[src/rtl/kmap_mux_eval.sv]
// kmap_mux_eval -- evaluates a 4-variable function through an external
// 4:1 mux-input encoder. It answers single {a,b,c,d} queries
// (IDLE->EVAL->HOLD) and can also sweep all four K-map columns to build a
// 16-entry truth table (IDLE->SWEEP x4->IDLE).
// Optional feature: define KMAP_EVAL_MINTERM_COUNT_EN to add the
// minterm_count output, which is the popcount of truth_table.
module kmap_mux_eval (
   input  logic        clk,
   input  logic        reset,
   input  logic        in_valid,
   output logic        in_ready,
   input  logic        a,
   input  logic        b,
   input  logic        c,
   input  logic        d,
   output logic [1:0]  cd_out,
   input  logic [3:0]  mux_in,
   output logic        f,
   output logic        out_valid,
   input  logic        out_ready,
   input  logic        sweep_start,
   output logic        sweep_busy,
   output logic        sweep_done,
   output logic [15:0] truth_table
`ifdef KMAP_EVAL_MINTERM_COUNT_EN
   ,
   output logic [4:0]  minterm_count
`endif
);

   typedef enum logic [1:0] {IDLE, EVAL, HOLD, SWEEP} state_t;

   state_t      state, state_nxt;
   logic [1:0]  q_ab;          // latched mux select of the accepted query
   logic [1:0]  q_cd;          // latched K-map column of the accepted query
   logic [15:0] shadow;        // truth table being assembled by a sweep
   logic [15:0] shadow_nxt;    // shadow including the current sweep column
   logic        sweep_last;

   assign sweep_last = (state == SWEEP) && (cd_out == 2'd3);

`ifdef KMAP_EVAL_MINTERM_COUNT_EN
   function automatic logic [4:0] popcnt(input logic [15:0] v);
      logic [4:0] n;
      n = '0;
      for (int i = 0; i < 16; i++) n = n + {4'd0, v[i]};
      return n;
   endfunction
`endif

   // Next-state logic and handshake outputs. sweep_start outranks in_valid.
   always_comb begin
      state_nxt  = state;
      in_ready   = 1'b0;
      out_valid  = 1'b0;
      sweep_busy = 1'b0;
      case (state)
         IDLE: begin
            in_ready = ~sweep_start;
            if (sweep_start)   state_nxt = SWEEP;
            else if (in_valid) state_nxt = EVAL;
         end
         EVAL: state_nxt = HOLD;
         HOLD: begin
            out_valid = 1'b1;
            if (out_ready) state_nxt = IDLE;
         end
         SWEEP: begin
            sweep_busy = 1'b1;
            if (sweep_last) state_nxt = IDLE;
         end
         default: state_nxt = IDLE;
      endcase
   end

   // Merge the current column into the shadow; row ab takes mux_in[ab].
   always_comb begin
      shadow_nxt = shadow;
      if (state == SWEEP)
         for (int i = 0; i < 4; i++) shadow_nxt[{i[1:0], cd_out}] = mux_in[i];
   end

   // State register plus datapath. cd_out only moves on query acceptance or
   // during a sweep, so it holds in IDLE and HOLD. truth_table loads the
   // full shadow in one step at the end of the 4th sweep cycle.
   always_ff @(posedge clk) begin
      if (reset) begin
         state       <= IDLE;
         q_ab        <= '0;
         q_cd        <= '0;
         cd_out      <= '0;
         f           <= 1'b0;
         shadow      <= '0;
         truth_table <= '0;
         sweep_done  <= 1'b0;
`ifdef KMAP_EVAL_MINTERM_COUNT_EN
         minterm_count <= '0;
`endif
      end else begin
         state      <= state_nxt;
         sweep_done <= 1'b0;
         case (state)
            IDLE: begin
               if (sweep_start) begin
                  cd_out <= 2'd0;
               end else if (in_valid) begin
                  q_ab   <= {a, b};
                  q_cd   <= {c, d};
                  cd_out <= {c, d};
               end
            end
            EVAL: f <= mux_in[q_ab];
            SWEEP: begin
               shadow <= shadow_nxt;
               if (sweep_last) begin
                  truth_table <= shadow_nxt;
                  sweep_done  <= 1'b1;
`ifdef KMAP_EVAL_MINTERM_COUNT_EN
                  minterm_count <= popcnt(shadow_nxt);
`endif
               end else begin
                  cd_out <= cd_out + 2'd1;
               end
            end
            default: ;
         endcase
      end
   end

   // q_cd mirrors cd_out for a query; kept so the latched query is complete.
   logic unused_q_cd;
   assign unused_q_cd = ^q_cd;

endmodule

[config.mk]
export PLATFORM = sky130hd
export DESIGN_NAME = kmap_mux_eval
export DESIGN_NICKNAME = d
export VERILOG_FILES = /design/src/rtl/kmap_mux_eval.sv
export SDC_FILE = /design/constraint.sdc
export NUM_CORES = 1
export LEC_CHECK = 0
export BUFFER_PORTS_ARGS = -buffer_cell sky130_fd_sc_hd__buf_4
export CORE_ASPECT_RATIO = 2
export CORE_UTILIZATION = 56
export CTS_CLUSTER_DIAMETER = 80
export DETAILED_ROUTE_END_ITERATION = 7
export PLACE_DENSITY = 0.82
export SETUP_SLACK_MARGIN = 0.05
export SLEW_MARGIN = 25
export SYNTH_ARGS = -nofsm -noshare
export SYNTH_HDL_FRONTEND = slang
export SYNTH_SLANG_ARGS = --single-unit
[constraint.sdc]
create_clock -name clk -period 4.4 [get_ports clk]
set_clock_uncertainty 0.05 [all_clocks]
set_input_delay 0.22 -clock clk [delete_from_list [all_inputs] [get_ports clk]]
set_output_delay 0.22 -clock clk [all_outputs]
set_load 0.02 [all_outputs]
* Word level (Yosys, flattened, before mapping)
Cells that the tools add are included.
** Operators by class
- Reduce and logical (&&, ||, !) cells :: 12
- Equality and inequality tests :: 8
- Add/subtract/negate cells :: 1
- Multiplexer cells :: 27
- $lt $le $gt $ge :: 9
- Bitwise logic cells :: 2
** Operators with widths (count)
- bitwise mux 16 bit :: 4
- 2-to-1 mux 2 bit :: 7
- < comparator 4 x 5 -> 1 bit, second input constant :: 2
- 2-to-1 mux 1 bit :: 9
- AND reduction 3 bit :: 3
- demux 1 bit (select 2 bit) :: 4
- greater-or-equal comparator 4 x 1 -> 1 bit, second input constant :: 2
- case mux 2 bit (4 select lines) :: 1
- == test 2 bit, second input constant :: 3
- != test 2 bit, second input constant :: 3
- logical AND 1 bit :: 5
- < comparator 2 x 5 -> 1 bit, second input constant :: 1
- < comparator 3 x 5 -> 1 bit, second input constant :: 1
- case mux 2 bit (2 select lines) :: 1
- greater-or-equal comparator 3 x 1 -> 1 bit, second input constant :: 1
- < comparator 2 x 3 -> 1 bit, second input constant :: 1
- != test 3 bit, second input constant :: 1
- adder 2 x 1 -> 2 bit, second input constant :: 1
- binary-select mux 1 bit (select 2 bit) :: 1
- == test 2 x 1 -> 1 bit, second input constant :: 1
- greater-or-equal comparator 2 x 1 -> 1 bit, second input constant :: 1
- zero test 2 bit :: 1
- NOT 1 bit :: 2
- AND reduction 2 bit :: 1
- 2 further kinds :: 2
** Storage, ports and cells
- Output and inout port bits :: 23
- Word-level logic and storage cells :: 66
- Flip-flop bits (word level) :: 40
- Bits of input ports :: 13

* Depth between registers and ports, before layout
Gate-level depths: netlist (run 1).
- Depth after elaboration :: 8
- Depth in mapped cells :: 6
- Depth with buffers taken out :: 5

* Least setup slack after synthesis (run 1)
Ideal clock, no wire load.
- Kind :: flip-flop to flip-flop
- Start :: reg cd_out[0]
- End :: reg truth_table[0]
- Required time :: 4.213 ns
- Stages on the path, launching flop included :: 6
- Slack :: 2.833 ns
- Clock period less this slack :: 1.567 ns
- Path buffers :: 2
- Arrival :: 1.379 ns
- Setup time :: 0.137 ns
- Path through :: dfxtp_1 ha_1 and3_1 buf_2 buf_4 a211oi_2
** Between the ends
- Cells in the longest elaborated chain, start to end :: 8
- Elaborated cells between the ends (all ways) :: 12
- Classes of those cells :: order compare: 2; eq/ne: 1; mux: 6; reduce/logical: 3
** RTL lines
- start, declared :: RTL line 16 : output logic [1:0] cd_out,
- start signal, assigned :: RTL line 109 : cd_out <= {c, d};
- start signal, assigned :: RTL line 122 : cd_out <= cd_out + 2'd1;
- < comparator 2 x 5 -> 1 bit (not written as such) or greater-or-equal comparator 2 x 1 -> 1 bit (tied branches) :: RTL line 80 : for (int i = 0; i < 4; i++) shadow_nxt[{i[1:0], cd_out}] = mux_in[i];
- logical AND 1 bit (not written as such) :: RTL line 80
- 2-to-1 mux 1 bit (not written as such) :: RTL line 80
- demux 1 bit (select 2 bit) :: RTL line 80
- bitwise mux 16 bit (4 in series) :: RTL line 80
- end signal, assigned :: RTL line 116 : truth_table <= shadow_nxt;
- end, declared :: RTL line 24 : output logic [15:0] truth_table
Parallel ways exist; a longest one is shown, timed or not.
A chain may end at the register's enable or synchronous reset.

* Worst setup path after layout (run 1)
- Start :: reg cd_out[0]
- End :: reg truth_table[14]
** Between the ends
- Cells in the longest elaborated chain, start to end :: 5
- Elaborated cells between the ends (all ways) :: 9
- Classes of those cells :: order compare: 2; eq/ne: 1; mux: 3; reduce/logical: 3
** RTL lines (RTL line)
- < comparator 4 x 5 -> 1 bit (not written as such) or greater-or-equal comparator 4 x 1 -> 1 bit (tied branches) :: 80
- logical AND 1 bit (not written as such) :: 80
- 2-to-1 mux 1 bit (not written as such) :: 80
- demux 1 bit (select 2 bit) :: 80
- bitwise mux 16 bit :: 80
Parallel ways exist; a longest one is shown, timed or not.

==> out/qor.json, run 1 <==
{
  "sta": {
    "post-route-period-util_pct": 41.1,
    "grt_setup_unrepaired": "no",
    "setup_viol_count_final": 0,
    "hold_viol": 0,
    "max_clock_freq_mhz": 552,
    "timing.max_slew.rel_slack_pct": 61.3,
    "setup-tns-final_ps": 0,
    "whs_ps": 125,
    "transition_time_of_the_tightest_slew_check_pin_ps": 581,
    "slew_violations": 0,
    "layout_min_cycle_time_ps": 1810
  },
  "routing": {
    "post_route_wl_mm": 3.35,
    "drt_initial_violations": 28,
    "route.detailed.drc": 0,
    "dr_total_vias": 1287,
    "wl_per_cell_um": 15.1,
    "dr.pass1.iters": 4,
    "vias_per_cell": 5.80,
    "drt.antenna.violating_nets": 0
  },
  "layout": {
    "multi_input_area_sq_um": 833,
    "design.final.nets": 209,
    "final_common_cell": "sky130_fd_sc_hd__dfxtp_1",
    "final.fill_count": 207,
    "mostFrequentLayoutCells": "sky130_fd_sc_hd__dfxtp_1, sky130_fd_sc_hd__buf_4, sky130_fd_sc_hd__nor2_1, sky130_fd_sc_hd__mux2i_1, sky130_fd_sc_hd__nand2_1",
    "antennaDiodeCount": 0,
    "post_synthesis_to_final_layout_area_growth_pct": 23.0,
    "share_of_post_route_cells_with_drive_strength_above_1_pct": 31.6,
    "post_layout_nonfiller_instances": 222,
    "seqCellArea_sq_um": 721
  },
  "placed_design": {
    "gpl_congestion": 0.740,
    "port-buffer-count": 35,
    "dpl_cells": 214,
    "dp_hpwl_mm": 2.39
  },
  "synth": {
    "post_synthesis_instance_area_sq_mm": 0.00162,
    "synth_largest_type_area_fraction_pct": 44.5,
    "postSynthNetCount": 179,
    "synth_top_cell_by_area": "sky130_fd_sc_hd__dfxtp_1",
    "synth.area.top_cells": "sky130_fd_sc_hd__dfxtp_1, sky130_fd_sc_hd__mux2i_1, sky130_fd_sc_hd__a211oi_2",
    "syn-instance-count": 162,
    "synth_seq_cells": 36,
    "post_synth_num_cell_types": 31,
    "yosys_warnings": 0,
    "syn-mean-instance-area_sq_um": 9.99,
    "synth.yosys.seq_area_share_pct": 44.5
  },
  "grt": {
    "wire_length_of_the_first_global_routing_pass_mm": 5.47,
    "grt_util_all_layers_pct": 25.0,
    "grt_antenna_before_repair": 0,
    "grt_pass1_vias": 1306,
    "gr-total-overflow": 0,
    "grt_max_degree": 37
  },
  "worst_setup_path": {
    "max_stage_delay_cell_worst_path": "sky130_fd_sc_hd__and3_2",
    "critPathCaptureType": "flop",
    "cp_num_buf_inv": 0,
    "path_class": "reg -> reg",
    "critPathMaxStageDelay_ps": 610,
    "worst_r2r_path_depth": 4,
    "worst_setup_path_startpoint": "cd_out[0]$_SDFFE_PP0P_",
    "regToRegStartpoint": "cd_out[0]$_SDFFE_PP0P_",
    "timing.reg2reg.setup_slack_ps": 2590,
    "worstPathRequired_ps": 4560,
    "cp_max_fo": 29,
    "cpLargestDelayFamily": "simple AND/OR/NAND/NOR gates",
    "cp_cell_sequence": "ha_1, and3_2, nor2_1, a211oi_1",
    "cp-start-kind": "flop",
    "data_arrival_at_the_endpoint_of_the_critical_path_ps": 1970,
    "worst_r2r_endpoint": "truth_table[14]$_SDFFE_PP0P_",
    "cp_num_cells": 4,
    "crit_end": "truth_table[14]$_SDFFE_PP0P_"
  },
  "cts": {
    "cts_hold_repair.buffers": 0,
    "cts_tree": "yes",
    "clk-insertion-delay-late_ps": 290,
    "number_of_buffers_created_by_cts": 5,
    "ctsHtreeMaxLevel": 2,
    "ctsLongestPathBuffers": 2,
    "clockRootBuffer": "sky130_fd_sc_hd__clkbuf_8",
    "post-cts-setup-buffer-count": 0,
    "cts_repair_resize_count": 0,
    "path_clk_slew_ps": 70,
    "clock-sinks": 36
  },
  "pwr": {
    "vdd_ir_drop_max_v": 0.000345,
    "p_per_area_mw_per_mm2": 378,
    "static-leakage-power_uw": 0.000861
  },
  "die": {
    "dieHeight_um": 78.0,
    "effective_utilization_at_floorplan_pct": 59.1,
    "die_w_um": 40.0,
    "rows": 27,
    "design.core.area_sq_mm": 0.00274,
    "top_level_pins": 36,
    "area_enclosed_by_the_die_boundary_sq_mm": 0.00312
  },
  "hold_path": {
    "worst_hold_path_type": "in -> reg"
  },
  "run": {
    "max-cap-violations": 0
  },
  "run_status": {
    "outcome": "completed"
  }
}
[flip-flops by register name (all words and copies together), names as in the netlist]
register     cells
state            2
shadow          12
truth_table     16
q_ab             2
sweep_done       1
f                1
cd_out           2
[cell usage after synthesis]
master                     instances
sky130_fd_sc_hd__clkbuf_1          3
sky130_fd_sc_hd__and3_1            1
sky130_fd_sc_hd__buf_2             4
sky130_fd_sc_hd__or4_1             1
sky130_fd_sc_hd__dfxtp_1          36
sky130_fd_sc_hd__nor2_1           29
sky130_fd_sc_hd__a311oi_1          1
sky130_fd_sc_hd__o221a_1           1
sky130_fd_sc_hd__a21oi_1           5
sky130_fd_sc_hd__nor3_1            1
sky130_fd_sc_hd__a31oi_1           1
sky130_fd_sc_hd__a211oi_1          3
sky130_fd_sc_hd__nand3_1           1
sky130_fd_sc_hd__mux2i_1          27
sky130_fd_sc_hd__nor4b_2           1
sky130_fd_sc_hd__inv_1             3
sky130_fd_sc_hd__a211oi_2          9
sky130_fd_sc_hd__o221ai_1          1
sky130_fd_sc_hd__nand4b_1          1
sky130_fd_sc_hd__nand3_2           4
sky130_fd_sc_hd__nor2b_1           3
sky130_fd_sc_hd__mux4_2            1
sky130_fd_sc_hd__nand3b_1          1
sky130_fd_sc_hd__or2_1             2
sky130_fd_sc_hd__nor2_2            1
sky130_fd_sc_hd__nand2b_2          1
sky130_fd_sc_hd__o22ai_1           1
sky130_fd_sc_hd__buf_1             4
sky130_fd_sc_hd__buf_4             1
sky130_fd_sc_hd__nand2_1          10
sky130_fd_sc_hd__ha_1              4
[per-layer routing]
| layer | GRT usage (%) | up-vias | share of wire, % |
|---|---|---|---|
| li1 | - | 619 | - |
| met3 | 5.93 | 5 | 3.5 |
| met2 | 45.6 | 26 | 58 |
| met4 | 10.3 | 0 | 1.9 |
| met1 | 23.8 | 637 | 37 |
| met5 | 0 | - | 0 |
[per-stage QoR]
step | total power, uW | util [%] | area (sq um) | setup WS, ps
after floorplan | 415 | - | 1620 | 2830
after global placement | 444 | 68.1 | 1860 | 2350
after detailed placement | 447 | 68.1 | 1860 | 2230
after CTS | 759 | 72.7 | 1990 | 2190
after global routing | 781 | 72.7 | 1990 | 2420
final | 753 | 72.7 | 1990 | 2590
[worst min path at each step]
stage / from / to / slack [ps] / cells past startpoint
after global routing: a / q_ab[1]$_SDFFE_PP0P_ / 130 / 3
after floorplan: mux_in[2] / truth_table[11]$_SDFFE_PP0P_ / 310 / 2
final: a / q_ab[1]$_SDFFE_PP0P_ / 130 / 3
after detailed placement: truth_table[7]$_SDFFE_PP0P_ / truth_table[7]$_SDFFE_PP0P_ / 410 / 2
after global placement: truth_table[7]$_SDFFE_PP0P_ / truth_table[7]$_SDFFE_PP0P_ / 400 / 2
after CTS: a / q_ab[1]$_SDFFE_PP0P_ / 120 / 3
[cell families after synthesis]
family / count (synthesis) / share of synthesized area [%]
AND/OR/NAND/NOR: 57 / 17.8
multiplexers: 28 / 18.1
AO/OA/AOI/OAI: 22 / 12.5
buffers and inverters: 15 / 4.02
adder cells (fa/ha/maj): 4 / 3.09
flip-flops: 36 / 44.5
[power breakdown]
part / switching, uW / internal, uW / leakage [uW]
Sequential: 13.0 / 334 / 0.000291
Combinational: 50.0 / 42.7 / 0.000506
Clock: 113 / 200 / 0.0000645
[area by class of cell]
cell class | count | share of cell area, %
clock buffers | 7 | 4.84
clock inverters | 1 | 1.51
inverters | 3 | 0.566
multi-input cells | 111 | 41.9
flip-flops and latches | 36 | 36.2
well taps | 29 | 1.82
repair buffers | 35 | 13.2
[worst register-to-register path, cell delays in order, from the launching register on]
cell and delay (ps):
sky130_fd_sc_hd__dfxtp_1 410, sky130_fd_sc_hd__ha_1 310, sky130_fd_sc_hd__and3_2 610, sky130_fd_sc_hd__nor2_1 120
sky130_fd_sc_hd__a211oi_1 220
Power figures use the tool's default switching activity.
==> run 2, diff against run 1 <==
--- a/config.mk
+++ b/config.mk
@@ -7,10 +7,10 @@
 export LEC_CHECK = 0
 export BUFFER_PORTS_ARGS = -buffer_cell sky130_fd_sc_hd__buf_4
 export CORE_ASPECT_RATIO = 2
-export CORE_UTILIZATION = 56
+export CORE_UTILIZATION = 47
 export CTS_CLUSTER_DIAMETER = 80
 export DETAILED_ROUTE_END_ITERATION = 7
-export PLACE_DENSITY = 0.82
+export PLACE_DENSITY = 0.74
 export SETUP_SLACK_MARGIN = 0.05
 export SLEW_MARGIN = 25
 export SYNTH_ARGS = -nofsm -noshare
==> constraint.sdc (replaced) <==
create_clock -name clk -period 1.52 [get_ports clk]
set_clock_uncertainty 0.05 [all_clocks]
set_input_delay 0.076 -clock clk [delete_from_list [all_inputs] [get_ports clk]]
set_output_delay 0.076 -clock clk [all_outputs]
set_load 0.02 [all_outputs]
==> run 2 against run 1 <==
The run now ends with DRC left; routed wire length up 3.3%; critical path depth up 1; total power rose to 2.7 times the previous value; register-to-register slack worse by 2500 ps; maximum frequency up 31%; clock power up 130%; sequential cell count unchanged; first-iteration DRC count down 39%; final area up 2.0%; non-clock buffer count up 6; largest cell class unchanged.
==> out/qor.json, run 2 (synthesis results as in run 1) <==
{
  "run_status": {
    "outcome": "finished, violations left",
    "violations": "DRC"
  },
  "routing": {
    "drt.antenna.violating_nets": 0,
    "wl_per_cell_um": 15.0,
    "drt_initial_violations": 17,
    "vias_per_cell": 5.60,
    "dr.pass1.iters": 6,
    "post_route_wl_mm": 3.46,
    "dr_total_vias": 1287,
    "route.detailed.drc": 5
  },
  "die": {
    "design.core.area_sq_mm": 0.00323,
    "rows": 29,
    "effective_utilization_at_floorplan_pct": 50.1,
    "top_level_pins": 36,
    "die_w_um": 43.5,
    "dieHeight_um": 85.0,
    "area_enclosed_by_the_die_boundary_sq_mm": 0.00369
  },
  "cts": {
    "clockRootBuffer": "sky130_fd_sc_hd__clkbuf_8",
    "clk-insertion-delay-late_ps": 290,
    "ctsHtreeMaxLevel": 2,
    "clock-sinks": 36,
    "number_of_buffers_created_by_cts": 5,
    "post-cts-setup-buffer-count": 0,
    "ctsLongestPathBuffers": 2,
    "path_clk_slew_ps": 70,
    "cts_tree": "yes"
  },
  "layout": {
    "design.final.nets": 215,
    "post_synthesis_to_final_layout_area_growth_pct": 25.5,
    "mostFrequentLayoutCells": "sky130_fd_sc_hd__buf_4, sky130_fd_sc_hd__dfxtp_1, sky130_fd_sc_hd__nor2_1, sky130_fd_sc_hd__mux2i_1, sky130_fd_sc_hd__nand2_1",
    "share_of_post_route_cells_with_drive_strength_above_1_pct": 34.2,
    "antennaDiodeCount": 0,
    "final_common_cell": "sky130_fd_sc_hd__buf_4",
    "final.fill_count": 290,
    "multi_input_area_sq_um": 837,
    "seqCellArea_sq_um": 724,
    "largest_register_ff_count": 16,
    "layout_top_registers": "truth_table (16), shadow (12)",
    "largest_register": "truth_table"
  },
  "pwr": {
    "power.share.sequential_pct": 49.9,
    "vdd_ir_drop_max_v": 0.000706,
    "static-leakage-power_uw": 0.000871,
    "clockPowerShare_pct": 35.5,
    "cell_internal_pwr_uw": 1470,
    "power.switching_fraction_pct": 26.2,
    "sw_pwr_uw": 524,
    "comb_power_share_pct": 14.6,
    "p_per_area_mw_per_mm2": 983
  },
  "worst_setup_path": {
    "worst_r2r_endpoint": "shadow[10]$_SDFFE_PP0P_",
    "critPathCaptureType": "flop",
    "critPathMaxStageDelay_ps": 350,
    "cp_cell_sequence": "inv_1, ha_1, nand3_2, mux2i_1, nor2_1",
    "path_class": "reg -> reg",
    "worstPathRequired_ps": 1640,
    "cp_max_fo": 5,
    "data_arrival_at_the_endpoint_of_the_critical_path_ps": 1500,
    "worst_r2r_path_depth": 5,
    "timing.reg2reg.setup_slack_ps": 130,
    "regToRegStartpoint": "cd_out[0]$_SDFFE_PP0P_",
    "cpLargestDelayFamily": "flip-flops",
    "cp_num_buf_inv": 1,
    "max_stage_delay_cell_worst_path": "sky130_fd_sc_hd__dfxtp_2",
    "cp-start-kind": "flop"
  },
  "sta": {
    "fin_ws_ps": 135,
    "grt_setup_unrepaired": "yes",
    "slew_violations": 0,
    "hold_viol": 0,
    "setup-tns-final_ps": 0,
    "transition_time_of_the_tightest_slew_check_pin_ps": 411,
    "max_clock_freq_mhz": 722,
    "setup_viol_count_final": 0,
    "whs_ps": 34.6,
    "layout_min_cycle_time_ps": 1390,
    "post-route-period-util_pct": 91.1,
    "timing.max_slew.rel_slack_pct": 72.6
  },
  "grt": {
    "wire_length_of_the_first_global_routing_pass_mm": 5.84,
    "grt.met1_usage_pct": 21.5,
    "globalRouteMet3Util_pct": 4.47,
    "grtUsageMet2_pct": 37.7,
    "grt_max_degree": 37,
    "grt_pass1_vias": 1297,
    "grt_util_all_layers_pct": 21.4,
    "gr-total-overflow": 0,
    "most_used_routing_layer_in_global_routing": "met2",
    "grt_antenna_before_repair": 0
  },
  "run": {
    "max-cap-violations": 0
  },
  "placed_design": {
    "dp_hpwl_mm": 2.53,
    "gpl_congestion": 0.848,
    "port-buffer-count": 35,
    "place_worst_setup_slack_ps": 128
  },
  "hold_path": {
    "hold_depth": 3,
    "holdCritStartpoint": "mux_in[2]",
    "worst_hold_path_type": "in -> reg",
    "holdPathEnd": "truth_table[11]$_SDFFE_PP0P_"
  }
}
-- run 2: cell types whose count changed in the layout (fill, tap and decap cells not counted), moves of 2 or more --
cell and change:
sky130_fd_sc_hd__dlygate4sd3_1 +2, sky130_fd_sc_hd__ha_1 -2, sky130_fd_sc_hd__ha_2 +2, sky130_fd_sc_hd__dfxtp_1 -3, sky130_fd_sc_hd__dfxtp_2 +3, sky130_fd_sc_hd__buf_4 +3
-- run 2: through the flow --
stage | std cells | area, sq um | power [uW] | util [%]
detailed placement | 220 | 1910 | 1300 | 59.2
floorplan | 162 | 1620 | 1200 | -
CTS | 230 | 2030 | 2020 | 62.8
global route | 230 | 2030 | 2080 | 62.9
global placement | 220 | 1910 | 1300 | 59.2
finish | 230 | 2030 | 2000 | 62.9
-- run 2: layout make-up --
type | instances | area share [%]
multi-input combinational | 111 | 41.2
inverter | 3 | 0.555
clock inverter | 1 | 0.370
tap | 31 | 1.91
sequential | 36 | 35.7
clock buffer | 7 | 4.25
timing repair buffer | 41 | 16.0
-- run 2: per-layer routing --
metal / vias to the layer above / part of all wire (%)
met5: - / 0
met4: 0 / 3.4
met3: 11 / 4.0
met2: 31 / 55
met1: 610 / 38
li1: 635 / -
-- run 2: worst max path at each step --
stage | from | to | slack, ps | cells after the start
after floorplan | cd_out[0]$_SDFFE_PP0P_ | truth_table[0]$_SDFFE_PP0P_ | 90 | 5
after global placement | cd_out[0]$_SDFFE_PP0P_ | shadow[8]$_SDFFE_PP0P_ | 150 | 5
after detailed placement | state[1]$_SDFFE_PP0P_ | truth_table[12]$_SDFFE_PP0P_ | 130 | 4
after CTS | cd_out[0]$_SDFFE_PP0P_ | shadow[0]$_SDFFE_PP0P_ | 120 | 5
after global routing | cd_out[1]$_SDFFE_PP0P_ | shadow[9]$_SDFFE_PP0P_ | 50 | 5
final | cd_out[0]$_SDFFE_PP0P_ | shadow[10]$_SDFFE_PP0P_ | 130 | 5
-- run 2: repair_timing --
item	in CTS	in global routing
hold endpoints to repair	2	0
resized for setup	0	2
endpoints found under the setup margin	0	8
hold buffers	2	0
-- run 2: power by group through the flow --
stage | registers [uW] | clock network [uW] | logic [uW]
floorplan | 1020 | 0 | 186
global placement | 1010 | 0 | 284
detailed placement | 1020 | 0 | 287
CTS | 995 | 728 | 293
global route | 999 | 758 | 318
finish | 995 | 709 | 291
-- run 2: worst reg2reg max path: cells and delay by family (launching register included) --
| family | cells | cell delay [ps] |
|---|---|---|
| muxes | 1 | 190 |
| adders and majority gates | 1 | 330 |
| and+or+nand+nor | 2 | 260 |
| buffers and inverters | 1 | 100 |
| DFF | 1 | 350 |
==> run 3, diff against run 2 <==
--- a/config.mk
+++ b/config.mk
@@ -7,10 +7,11 @@
 export LEC_CHECK = 0
 export BUFFER_PORTS_ARGS = -buffer_cell sky130_fd_sc_hd__buf_4
 export CORE_ASPECT_RATIO = 2
-export CORE_UTILIZATION = 47
+export CORE_UTILIZATION = 52
 export CTS_CLUSTER_DIAMETER = 80
 export DETAILED_ROUTE_END_ITERATION = 7
-export PLACE_DENSITY = 0.74
+export HOLD_SLACK_MARGIN = 0.08
+export PLACE_DENSITY = 0.77
 export SETUP_SLACK_MARGIN = 0.05
 export SLEW_MARGIN = 25
 export SYNTH_ARGS = -nofsm -noshare
==> constraint.sdc (replaced) <==
create_clock -name clk -period 1.46 [get_ports clk]
set_clock_uncertainty 0.05 [all_clocks]
set_input_delay 0.073 -clock clk [delete_from_list [all_inputs] [get_ports clk]]
set_output_delay 0.073 -clock clk [all_outputs]
set_load 0.02 [all_outputs]
==> run 3 against run 2 <==
The run now ends clean; combinational power rose by 18%; largest power group unchanged; first-iteration DRC count rose by 88%; critical endpoint is now truth_table[9]$_SDFFE_PP0P_; critical path type unchanged; die area fell by 9.3%.
==> out/qor.json, run 3 (synthesis results as in run 1) <==
{
  "run_status": {
    "outcome": "completed"
  },
  "layout": {
    "final_common_cell": "sky130_fd_sc_hd__buf_4",
    "fin_util_pct": 73.1,
    "antennaDiodeCount": 0,
    "design.final.nets": 225,
    "mostFrequentLayoutCells": "sky130_fd_sc_hd__buf_4, sky130_fd_sc_hd__dfxtp_1, sky130_fd_sc_hd__nor2_1, sky130_fd_sc_hd__mux2i_1, sky130_fd_sc_hd__nand2_1",
    "post_synthesis_to_final_layout_area_growth_pct": 33.0,
    "largest_register_ff_count": 16,
    "layout_top_registers": "truth_table (16), shadow (12)",
    "finish.instance_area_sq_mm": 0.00215,
    "largest_register": "truth_table",
    "share_of_post_route_cells_with_drive_strength_above_1_pct": 34.9
  },
  "routing": {
    "dr.pass1.iters": 4,
    "drt.antenna.violating_nets": 0,
    "wl_per_cell_um": 16.2,
    "drt_initial_violations": 32,
    "dr_total_vias": 1325,
    "route.detailed.drc": 0,
    "vias_per_cell": 5.54,
    "post_route_wl_mm": 3.88
  },
  "pwr": {
    "p_per_area_mw_per_mm2": 979,
    "static-leakage-power_uw": 0.000930,
    "vdd_ir_drop_max_v": 0.000910
  },
  "worst_setup_path": {
    "worstPathRequired_ps": 1620,
    "worst_r2r_endpoint": "truth_table[9]$_SDFFE_PP0P_",
    "path_class": "reg -> reg",
    "worst_r2r_path_depth": 4,
    "critPathCaptureType": "flop",
    "cp-start-kind": "flop",
    "timing.reg2reg.setup_slack_ps": 50,
    "data_arrival_at_the_endpoint_of_the_critical_path_ps": 1570,
    "regToRegStartpoint": "cd_out[0]$_SDFFE_PP0P_",
    "cp_max_fo": 14
  },
  "die": {
    "area_enclosed_by_the_die_boundary_sq_mm": 0.00335,
    "rows": 28,
    "die_w_um": 41.4,
    "design.core.area_sq_mm": 0.00294,
    "top_level_pins": 36,
    "effective_utilization_at_floorplan_pct": 55.0,
    "dieHeight_um": 80.9
  },
  "run": {
    "max-cap-violations": 0
  },
  "grt": {
    "most_used_routing_layer_in_global_routing": "met2",
    "globalRouteMet3Util_pct": 2.89,
    "grt_antenna_before_repair": 0,
    "grt_pass1_vias": 1391,
    "gr-total-overflow": 0,
    "grtUsageMet2_pct": 46.4,
    "wire_length_of_the_first_global_routing_pass_mm": 6.34,
    "grt_util_all_layers_pct": 24.7,
    "grt.met1_usage_pct": 25.2,
    "grt_max_degree": 37
  },
  "cts": {
    "ctsHtreeMaxLevel": 2,
    "cts_tree": "yes",
    "ctsLongestPathBuffers": 2,
    "path_clk_slew_ps": 70,
    "clockRootBuffer": "sky130_fd_sc_hd__clkbuf_8",
    "number_of_buffers_created_by_cts": 5,
    "clk-insertion-delay-late_ps": 290,
    "clock-sinks": 36,
    "post-cts-setup-buffer-count": 0
  },
  "placed_design": {
    "dp_hpwl_mm": 2.60,
    "gpl_congestion": 0.845,
    "placed_area_sq_mm": 0.00194,
    "port-buffer-count": 35
  },
  "hold_path": {
    "hold_depth": 4,
    "holdCritStartpoint": "out_ready",
    "worst_hold_path_type": "in -> reg",
    "holdPathEnd": "state[1]$_SDFFE_PP0P_"
  },
  "sta": {
    "grt_setup_unrepaired": "yes",
    "layout_min_cycle_time_ps": 1410,
    "hold_viol": 0,
    "timing.max_slew.rel_slack_pct": 72.7,
    "setup-tns-final_ps": 0,
    "setup_viol_count_final": 0,
    "transition_time_of_the_tightest_slew_check_pin_ps": 409,
    "max_clock_freq_mhz": 707,
    "post-route-period-util_pct": 96.8,
    "slew_violations": 0
  }
}
[run 3: how the worst max path moves through the flow]
stage                                       from                           to  slack (ps)  cells after the start
final                     cd_out[0]$_SDFFE_PP0P_  truth_table[9]$_SDFFE_PP0P_          50                      4
after global routing      cd_out[0]$_SDFFE_PP0P_       cd_out[1]$_SDFFE_PP0P_          50                      4
after CTS                 cd_out[0]$_SDFFE_PP0P_  truth_table[9]$_SDFFE_PP0P_          60                      4
after detailed placement  cd_out[0]$_SDFFE_PP0P_  truth_table[9]$_SDFFE_PP0P_          80                      5
after global placement    cd_out[0]$_SDFFE_PP0P_  truth_table[6]$_SDFFE_PP0P_         170                      5
after floorplan           cd_out[0]$_SDFFE_PP0P_       shadow[0]$_SDFFE_PP0P_          60                      6
[run 3: metal layers]
metal  vias up  share of wire [%]
met5         -                  0
met4         0                2.6
met3         8                3.3
li1        650                  -
met1       629                 39
met2        38                 55
[run 3: worst max-delay path: stages (launching register included)]
cell and delay [ps]:
sky130_fd_sc_hd__dfxtp_4 360, sky130_fd_sc_hd__ha_2 190, sky130_fd_sc_hd__and3_4 200, sky130_fd_sc_hd__bufbuf_16 290, sky130_fd_sc_hd__a211oi_2 240
[run 3: where the power goes]
group | leakage, uW | internal, uW | switching (uW)
registers | 0.000293 | 1010 | 28.7
clock network | 0.0000455 | 385 | 342
logic | 0.000592 | 166 | 177
total | 0.000930 | 1560 | 548
[run 3: per-stage QoR]
| stage | instances | total power (uW) | hold slack (ps) | setup slack [ps] |
|---|---|---|---|---|
| 2_1_floorplan | 162 | 1250 | 159 | 56.3 |
| 3_3_place_gp | 223 | 1370 | 265 | 170 |
| 3_5_place_dp | 223 | 1380 | 289 | 77.6 |
| 4_1_cts | 239 | 2110 | 83.2 | 59.2 |
| 5_1_grt | 239 | 2190 | 100 | 46.5 |
| 6_report | 239 | 2110 | 74.2 | 46.2 |
[run 3: layout make-up]
class | count | area, sq um
Clock buffer | 8 | 90.1
Fill cell | 237 | 791
Inverter | 3 | 11.3
Multi-Input combinational cell | 111 | 840
Sequential cell | 36 | 728
Tap cell | 30 | 37.5
Timing Repair Buffer | 51 | 445
[run 3: what timing repair did]
action                                 4_1_cts  5_1_grt
setup endpoints to repair                    1        6
hold buffers                                 7        0
pin swaps                                    1        0
cloned                                       1        0
endpoints found under the hold margin       17        0
resized for setup                            2        5
